## src/rtl/rf_ctrl_pkg.sv

```systemverilog
// Shared constants and state encoding for the register-file port controller.
package rf_ctrl_pkg;

  localparam int unsigned NUM_REGS = 8;
  localparam int unsigned ADDR_W   = 3;
  localparam int unsigned DATA_W   = 4;
  localparam logic [DATA_W-1:0] INIT_VAL = '0;

  typedef enum logic {
    StInit = 1'b0,
    StRun  = 1'b1
  } state_e;

endpackage

```

## src/rtl/rr_arb2.sv

```systemverilog
// Two-requester round-robin arbiter; the pointer names the requester that
// wins under contention and moves to the loser after every grant.
module rr_arb2 (
  input  logic       clk,
  input  logic       rst,
  input  logic [1:0] req,
  input  logic       advance,
  output logic [1:0] gnt
);

  logic ptr_q;  // 0: requester 0 has priority, 1: requester 1

  always_comb begin
    gnt = req;
    if (req == 2'b11) begin
      gnt = ptr_q ? 2'b10 : 2'b01;
    end
  end

  always_ff @(posedge clk or posedge rst) begin
    if (rst) begin
      ptr_q <= 1'b0;
    end else if (advance && (gnt != 2'b00)) begin
      ptr_q <= gnt[0];
    end
  end

endmodule

```

## src/rtl/rf_port_arbiter.sv

```systemverilog
// Shares one register file between requesters A and B: an init sweep after
// reset, then at most one round-robin-arbitrated read or write per cycle.
module rf_port_arbiter #(
  parameter int unsigned NUM_REGS = rf_ctrl_pkg::NUM_REGS,
  parameter int unsigned ADDR_W   = rf_ctrl_pkg::ADDR_W,
  parameter int unsigned DATA_W   = rf_ctrl_pkg::DATA_W,
  parameter logic [DATA_W-1:0] INIT_VAL = rf_ctrl_pkg::INIT_VAL
) (
  input  logic              clk,
  input  logic              rst,
  input  logic              a_req,
  input  logic              a_we,
  input  logic [ADDR_W-1:0] a_addr,
  input  logic [DATA_W-1:0] a_wdata,
  output logic              a_gnt,
  output logic              a_rvalid,
  output logic [DATA_W-1:0] a_rdata,
  input  logic              b_req,
  input  logic              b_we,
  input  logic [ADDR_W-1:0] b_addr,
  input  logic [DATA_W-1:0] b_wdata,
  output logic              b_gnt,
  output logic              b_rvalid,
  output logic [DATA_W-1:0] b_rdata,
  output logic [ADDR_W-1:0] rf_wrAddr,
  output logic [DATA_W-1:0] rf_wrVal,
  output logic              rf_wrEn,
  output logic [ADDR_W-1:0] rf_rdAddr,
  input  logic [DATA_W-1:0] rf_rdVal,
  output logic              init_done
);

  import rf_ctrl_pkg::*;

  localparam logic [ADDR_W-1:0] LastIdx = ADDR_W'(NUM_REGS - 1);

  state_e            state_q, state_d;
  logic [ADDR_W-1:0] cnt_q, cnt_d;
  logic              init_done_q;
  logic              run;
  logic [1:0]        req, gnt;
  logic              a_rd_fire, b_rd_fire;
  logic              a_rvalid_q, b_rvalid_q;
  logic [DATA_W-1:0] a_rdata_q, b_rdata_q;

  assign run = (state_q == StRun);
  // Requests are masked during the sweep so the arbiter never grants there.
  assign req = {b_req, a_req} & {2{run}};

  rr_arb2 u_arb (
    .clk     (clk),
    .rst     (rst),
    .req     (req),
    .advance (run),
    .gnt     (gnt)
  );

  assign a_gnt = gnt[0];
  assign b_gnt = gnt[1];
  assign a_rd_fire = gnt[0] & ~a_we;
  assign b_rd_fire = gnt[1] & ~b_we;

  always_comb begin
    state_d   = state_q;
    cnt_d     = cnt_q;
    rf_wrEn   = 1'b0;
    rf_wrAddr = '0;
    rf_wrVal  = '0;
    rf_rdAddr = '0;
    unique case (state_q)
      StInit: begin
        rf_wrEn   = 1'b1;
        rf_wrAddr = cnt_q;
        rf_wrVal  = INIT_VAL;
        cnt_d     = cnt_q + 1'b1;
        if (cnt_q == LastIdx) begin
          state_d = StRun;
        end
      end
      StRun: begin
        if (gnt[0]) begin
          if (a_we) begin
            rf_wrEn   = 1'b1;
            rf_wrAddr = a_addr;
            rf_wrVal  = a_wdata;
          end else begin
            rf_rdAddr = a_addr;
          end
        end else if (gnt[1]) begin
          if (b_we) begin
            rf_wrEn   = 1'b1;
            rf_wrAddr = b_addr;
            rf_wrVal  = b_wdata;
          end else begin
            rf_rdAddr = b_addr;
          end
        end
      end
      default: state_d = StInit;
    endcase
  end

  always_ff @(posedge clk or posedge rst) begin
    if (rst) begin
      state_q     <= StInit;
      cnt_q       <= '0;
      init_done_q <= 1'b0;
    end else begin
      state_q <= state_d;
      cnt_q   <= cnt_d;
      if ((state_q == StInit) && (cnt_q == LastIdx)) begin
        init_done_q <= 1'b1;
      end
    end
  end

  always_ff @(posedge clk or posedge rst) begin
    if (rst) begin
      a_rvalid_q <= 1'b0;
      b_rvalid_q <= 1'b0;
      a_rdata_q  <= '0;
      b_rdata_q  <= '0;
    end else begin
      a_rvalid_q <= a_rd_fire;
      b_rvalid_q <= b_rd_fire;
      if (a_rd_fire) begin
        a_rdata_q <= rf_rdVal;
      end
      if (b_rd_fire) begin
        b_rdata_q <= rf_rdVal;
      end
    end
  end

  assign a_rvalid  = a_rvalid_q;
  assign b_rvalid  = b_rvalid_q;
  assign a_rdata   = a_rdata_q;
  assign b_rdata   = b_rdata_q;
  assign init_done = init_done_q;

endmodule

```

## config.mk

```make
export PLATFORM = sky130hd
export DESIGN_NAME = rf_port_arbiter
export DESIGN_NICKNAME = d
export VERILOG_FILES = /design/src/rtl/rf_ctrl_pkg.sv /design/src/rtl/rr_arb2.sv /design/src/rtl/rf_port_arbiter.sv
export SDC_FILE = /design/constraint.sdc
export NUM_CORES = 1
export LEC_CHECK = 0
export CELL_PAD_IN_SITES_DETAIL_PLACEMENT = 0
export CELL_PAD_IN_SITES_GLOBAL_PLACEMENT = 1
export CORE_MARGIN = 2
export CORE_UTILIZATION = 24
export CTS_BUF_LIST = sky130_fd_sc_hd__clkbuf_4 sky130_fd_sc_hd__clkbuf_8 sky130_fd_sc_hd__clkbuf_16
export DETAILED_ROUTE_END_ITERATION = 6
export GPL_TIMING_DRIVEN = 0
export PLACE_DENSITY = 0.79
export SYNTH_ARGS = -nofsm -noshare
export SYNTH_HDL_FRONTEND = slang
export SYNTH_SLANG_ARGS = --single-unit
```

## constraint.sdc

```tcl
create_clock -name clk -period 1.35 [get_ports clk]
set_input_delay 0.135 -clock clk [delete_from_list [all_inputs] [get_ports clk]]
set_output_delay 0.135 -clock clk [all_outputs]
set_load 0.02 [all_outputs]
```

Word level (Yosys, flattened, before mapping). Index checks and enable logic that the tools add are counted.

Register bits: 16. Input bits: 24. Output and inout bits: 24.

$add $sub $neg: 1. Eq/ne operators: 2. Mux-type cells: 24. Bitwise gates (word level): 6. Reductions and logical operators: 3.

Operators with widths (count): 3-bit 2-to-1 mux (9); 4-bit 2-to-1 mux (4); 4-bit case mux with 2 select lines (1); 1-bit 2-to-1 mux (6); 3-bit case mux with 2 select lines (1); 2-bit 2-to-1 mux (2); 3-bit by 1-bit adder with 3-bit output, second input constant (1); 3-bit == test, second input constant (1); 1-bit NOT (3); 1-bit AND (2); 2-bit AND (1); 2-bit == test, second input constant (1); 1-bit logical AND (2); 1-bit case mux with 2 select lines (1); 2-bit nonzero test (1).

Logic depth before layout (Yosys ltp).
Depth in word-level cells: 6. Mapped depth: 4. Mapped depth without buffers: 3.

Modules after synthesis. A second synthesis with hierarchy kept.

Cells, all modules: 87. Area total of the unflattened synthesis: 982.2 µm².

Modules (own cells, without submodules): rf_port_arbiter (instances 1, cells an instance 80, area each 923.4 µm²); rr_arb2 (instances 1, cells an instance 7, area each 58.8 µm²).

Least setup slack after synthesis. No wires, ideal clock.

Path type: flip-flop to output port. Start: reg state_q (netlist: run). End: out rf_wrAddr[0]. Arrival time: 1223 ps. Setup slack: -8 ps. Stages on the path, launching flop included: 5. Path buffers: 1. Path through: dfrtp_1 buf_4 nand2_2 a211oi_2 a221o_1.

Cells in the longest elaborated chain, start to end: 6. Elaborated cells on any way between the ends: 7.

Ends and longest elaborated chain: from (decl) (line rf_port_arbiter.sv:37) `state_e state_q, state_d;`; from (signal assigned) (line rf_port_arbiter.sv:105) `state_q <= StInit;`; from (signal assigned) (line rf_port_arbiter.sv:109) `state_q <= state_d;`; 2-bit AND (line rf_port_arbiter.sv:48) `assign req = {b_req, a_req} & {2{run}};`; 2-bit == test (line rr_arb2.sv:15) `if (req == 2'b11) begin`; 2-bit 2-to-1 mux (line rr_arb2.sv:15); 3-bit 2-to-1 mux (line rf_port_arbiter.sv:89) `end else if (gnt[1]) begin`; 3-bit 2-to-1 mux (line rf_port_arbiter.sv:81) `if (gnt[0]) begin`; 3-bit case mux with 2 select lines (*) (line rf_port_arbiter.sv:70) `unique case (state_q)`; to (decl) (line rf_port_arbiter.sv:25) `output logic [ADDR_W-1:0] rf_wrAddr,`.

Every way passes the cells marked *; elsewhere a longest branch is shown, timed or not.

Worst setup path after layout.
Start: reg u_arb.ptr_q. End: out rf_rdAddr[1].

Cells in the longest elaborated chain, start to end: 5.

Ends and longest elaborated chain: from (decl) (line rr_arb2.sv:11) `logic ptr_q;`; from (signal assigned) (line rr_arb2.sv:24) `ptr_q <= gnt[0];`; 2-bit 2-to-1 mux (*) (line rr_arb2.sv:16) `gnt = ptr_q ? 2'b10 : 2'b01;`; 2-bit 2-to-1 mux (*) (line rr_arb2.sv:15); 3-bit 2-to-1 mux (line rf_port_arbiter.sv:89); 3-bit 2-to-1 mux (*) (line rf_port_arbiter.sv:81); 3-bit 2-to-1 mux (*) (line rf_port_arbiter.sv:70); to (decl) (line rf_port_arbiter.sv:28) `output logic [ADDR_W-1:0] rf_rdAddr,`.

Marked as above.

==> metrics <==
crit path kind flop to output pin; commonest cells after routing, fill and taps aside 21 x buf_6, 21 x clkdlybuf4s50_1, 15 x dfrtp_1; row count 21; relative slew slack 0.5859; initial antenna violation count 0; Finished Core Util 0.4876; CTS tree done; Final ANT Viol Nets 0; Final Max Slew Viols 0; total wire length 2.353 mm; main combinational cell family by area after synthesis compound AO/OA/AOI/OAI gates; Final Hold Vio Count 0; Hold WC Path Type input pin to async pin; grt ovf 0; Synth Area in Adders 0.03110; vias in the first global route 786; Netlist cell types 24; Synth Register Bits 16; largest net degree at the start of global routing 17; die area 3831 µm²; power density over cell area 880.5 nW/µm²; die extent in x 61.90 µm; height of the die 61.90 µm; P&R area growth vs syn 99.07%; mux cell area share after synthesis 0.1400; WHS 0.2296 ns; period utilisation layout 1.263; Syn Area/Cell 13.41 µm²; IO Count 48; cts hold-fix bufs 0; TritonCTS Sinks 16; crit path max fanout 4; clk_lat worst skew 0.27 ns; Num CTS Buffers 3; Starting Density 0.2450; Clock power frac 0.169; vias per std cell 4.357; PortBufs 47; status complete, but fails checks; post-synthesis cell area 804.5 µm²; filler instances 312; sequential-to-total area share from yosys stat 0.4977; Root Driver clkbuf_4; Max Clock Skew 0.001177 ns; max frequency 0.5867 GHz; Post-Place Cells 153; Clock transition at path regs 0.09 ns; post-route cell area 1602 µm²; Post-DP Area 1333 µm²; cell count after synthesis 60; leak pwr 0.7401 nW; DRC 0; GRT Overall Usage 0.1308; Net Sw Power 0.4322 mW; syn nets 86; synth warn 0; worst vdd ir 0.7113 mV; Max-Cap Viols 0; simple-gate share of the synthesized area 0.1166; failing checks setup timing; Synth Area in Compound Gates 0.1804; CP Data Required Time 1.22 ns; Core ar. 3284 µm²; Synth Area in XOR/XNOR 0.01089; total negative slack for setup checks -4.664 ns; Final WS setup -0.3544 ns; final net count 153; H-Tree Depth 1; Net Sw Frac 0.3065; CP Data Arrival Time 1.57 ns; combinational power share 0.428; Final min period 1.704 ns; worst slew pin tran 0.6204 ns; total power 1.410 mW; Non-Filler Instances 171; WL/cell 13.76 µm; routability congestion estimate 0.7213; pre-CTS setup slack -0.9644 ns; startpoint types flop; ANT cells 0; RSZ-0062 raised after global routing true; layout cells sized above 1 0.4560; CTS max path bufs 2; endpoint class of the critical path output pin; DR pass1 iterations 4; Int Pwr 0.9780 mW; final setup fails 20; DR iter-0 viols 14; vias 745; Reg power frac 0.403; first-pass GRT wire length 3.615 mm
-- worst max-delay path: stages (launching register included) --
cell	delay (ns)
dfrtp_2	0.45
buf_12	0.14
a211oi_4	0.31
buf_4	0.18
a22o_4	0.10
buf_6	0.11
-- metal layers --
metal / GRT usage / wire length, µm
met5: 0 / 0
met4: 0.009119 / 0
met1: 0.1596 / 973
met3: 0.04762 / 89
met2: 0.2316 / 1290
-- flip-flops by register name (all words and copies together), names as in the netlist --
signal       flops
a_rdata          4
a_rvalid         1
b_rdata          4
b_rvalid         1
cnt_q            3
init_done        1
run              1
u_arb.ptr_q      1
-- kinds of logic (layout without fill, tap and decap cells) --
| group | after synthesis | after routing |
|---|---|---|
| xor+xnor | 1 | 1 |
| buf+inv | 4 | 69 |
| compound gates | 15 | 15 |
| mux | 10 | 10 |
| flops | 16 | 16 |
| simple gates | 12 | 12 |
| fa+ha+maj | 2 | 2 |
-- cell type report --
type,instances,area [µm²],area share
clock buffer,3,22.52,0.01406
tap,46,57.56,0.03594
inverter,3,11.26,0.007031
multi-input combinational,40,475.5,0.2969
buffer,1,11.26,0.007031
sequential,16,401.6,0.2508
timing repair buffer,62,621.8,0.3883
-- power groups by stage --
stage                     Sequential (mW)  Combinational, mW  Clock, mW
after detailed placement            0.581              0.494          0
after floorplan                     0.645              0.160          0
after global placement              0.577              0.487          0
after global routing                0.576              0.643      0.292
final                               0.568              0.604      0.238
after CTS                           0.569              0.594      0.261
-- path summary, 6_finish.rpt --
path	from	to	slack (ns)	cells after the start
worst min-delay path	rst	a_rdata[1]	0.23	2
min in group clk	init_done	init_done	0.47	1
worst min register to register	init_done	init_done	0.47	1
worst max register to register	u_arb.ptr_q	a_rdata[1]	-0.31	6
worst max-delay path	u_arb.ptr_q	rf_rdAddr[1]	-0.35	5
max in group asynchronous	rst	u_arb.ptr_q	0.69	2
-- what timing repair did --
action / CTS / global route
setup endpoints to repair: 32 / 21
pin swaps: 16 / 4
gates resized for setup: 113 / 7
buffers inserted: 14 / 3
-- Yosys cell counts --
cell type  number  area share
a211oi_2        1       0.016
a211oi_4        1       0.025
a21o_1          1      0.0093
a21oi_1         1      0.0062
a221o_1         3       0.037
a22o_1          4       0.044
a22o_2          3       0.037
buf_4           1      0.0093
dfrtp_1        16        0.50
ha_1            2       0.031
inv_1           3       0.014
mux2_2         10        0.14
nand2_1         1      0.0047
nand2_2         1      0.0078
nand2_4         1       0.014
nor2_1          1      0.0047
nor2b_1         3       0.023
nor2b_2         1       0.011
nor3_4          1       0.020
nor3b_2         1       0.016
o21ai_0         1      0.0062
or2_2           1      0.0078
or3_1           1      0.0078
xnor2_1         1       0.011
Note: power is estimated with default switching activity, not from simulation.
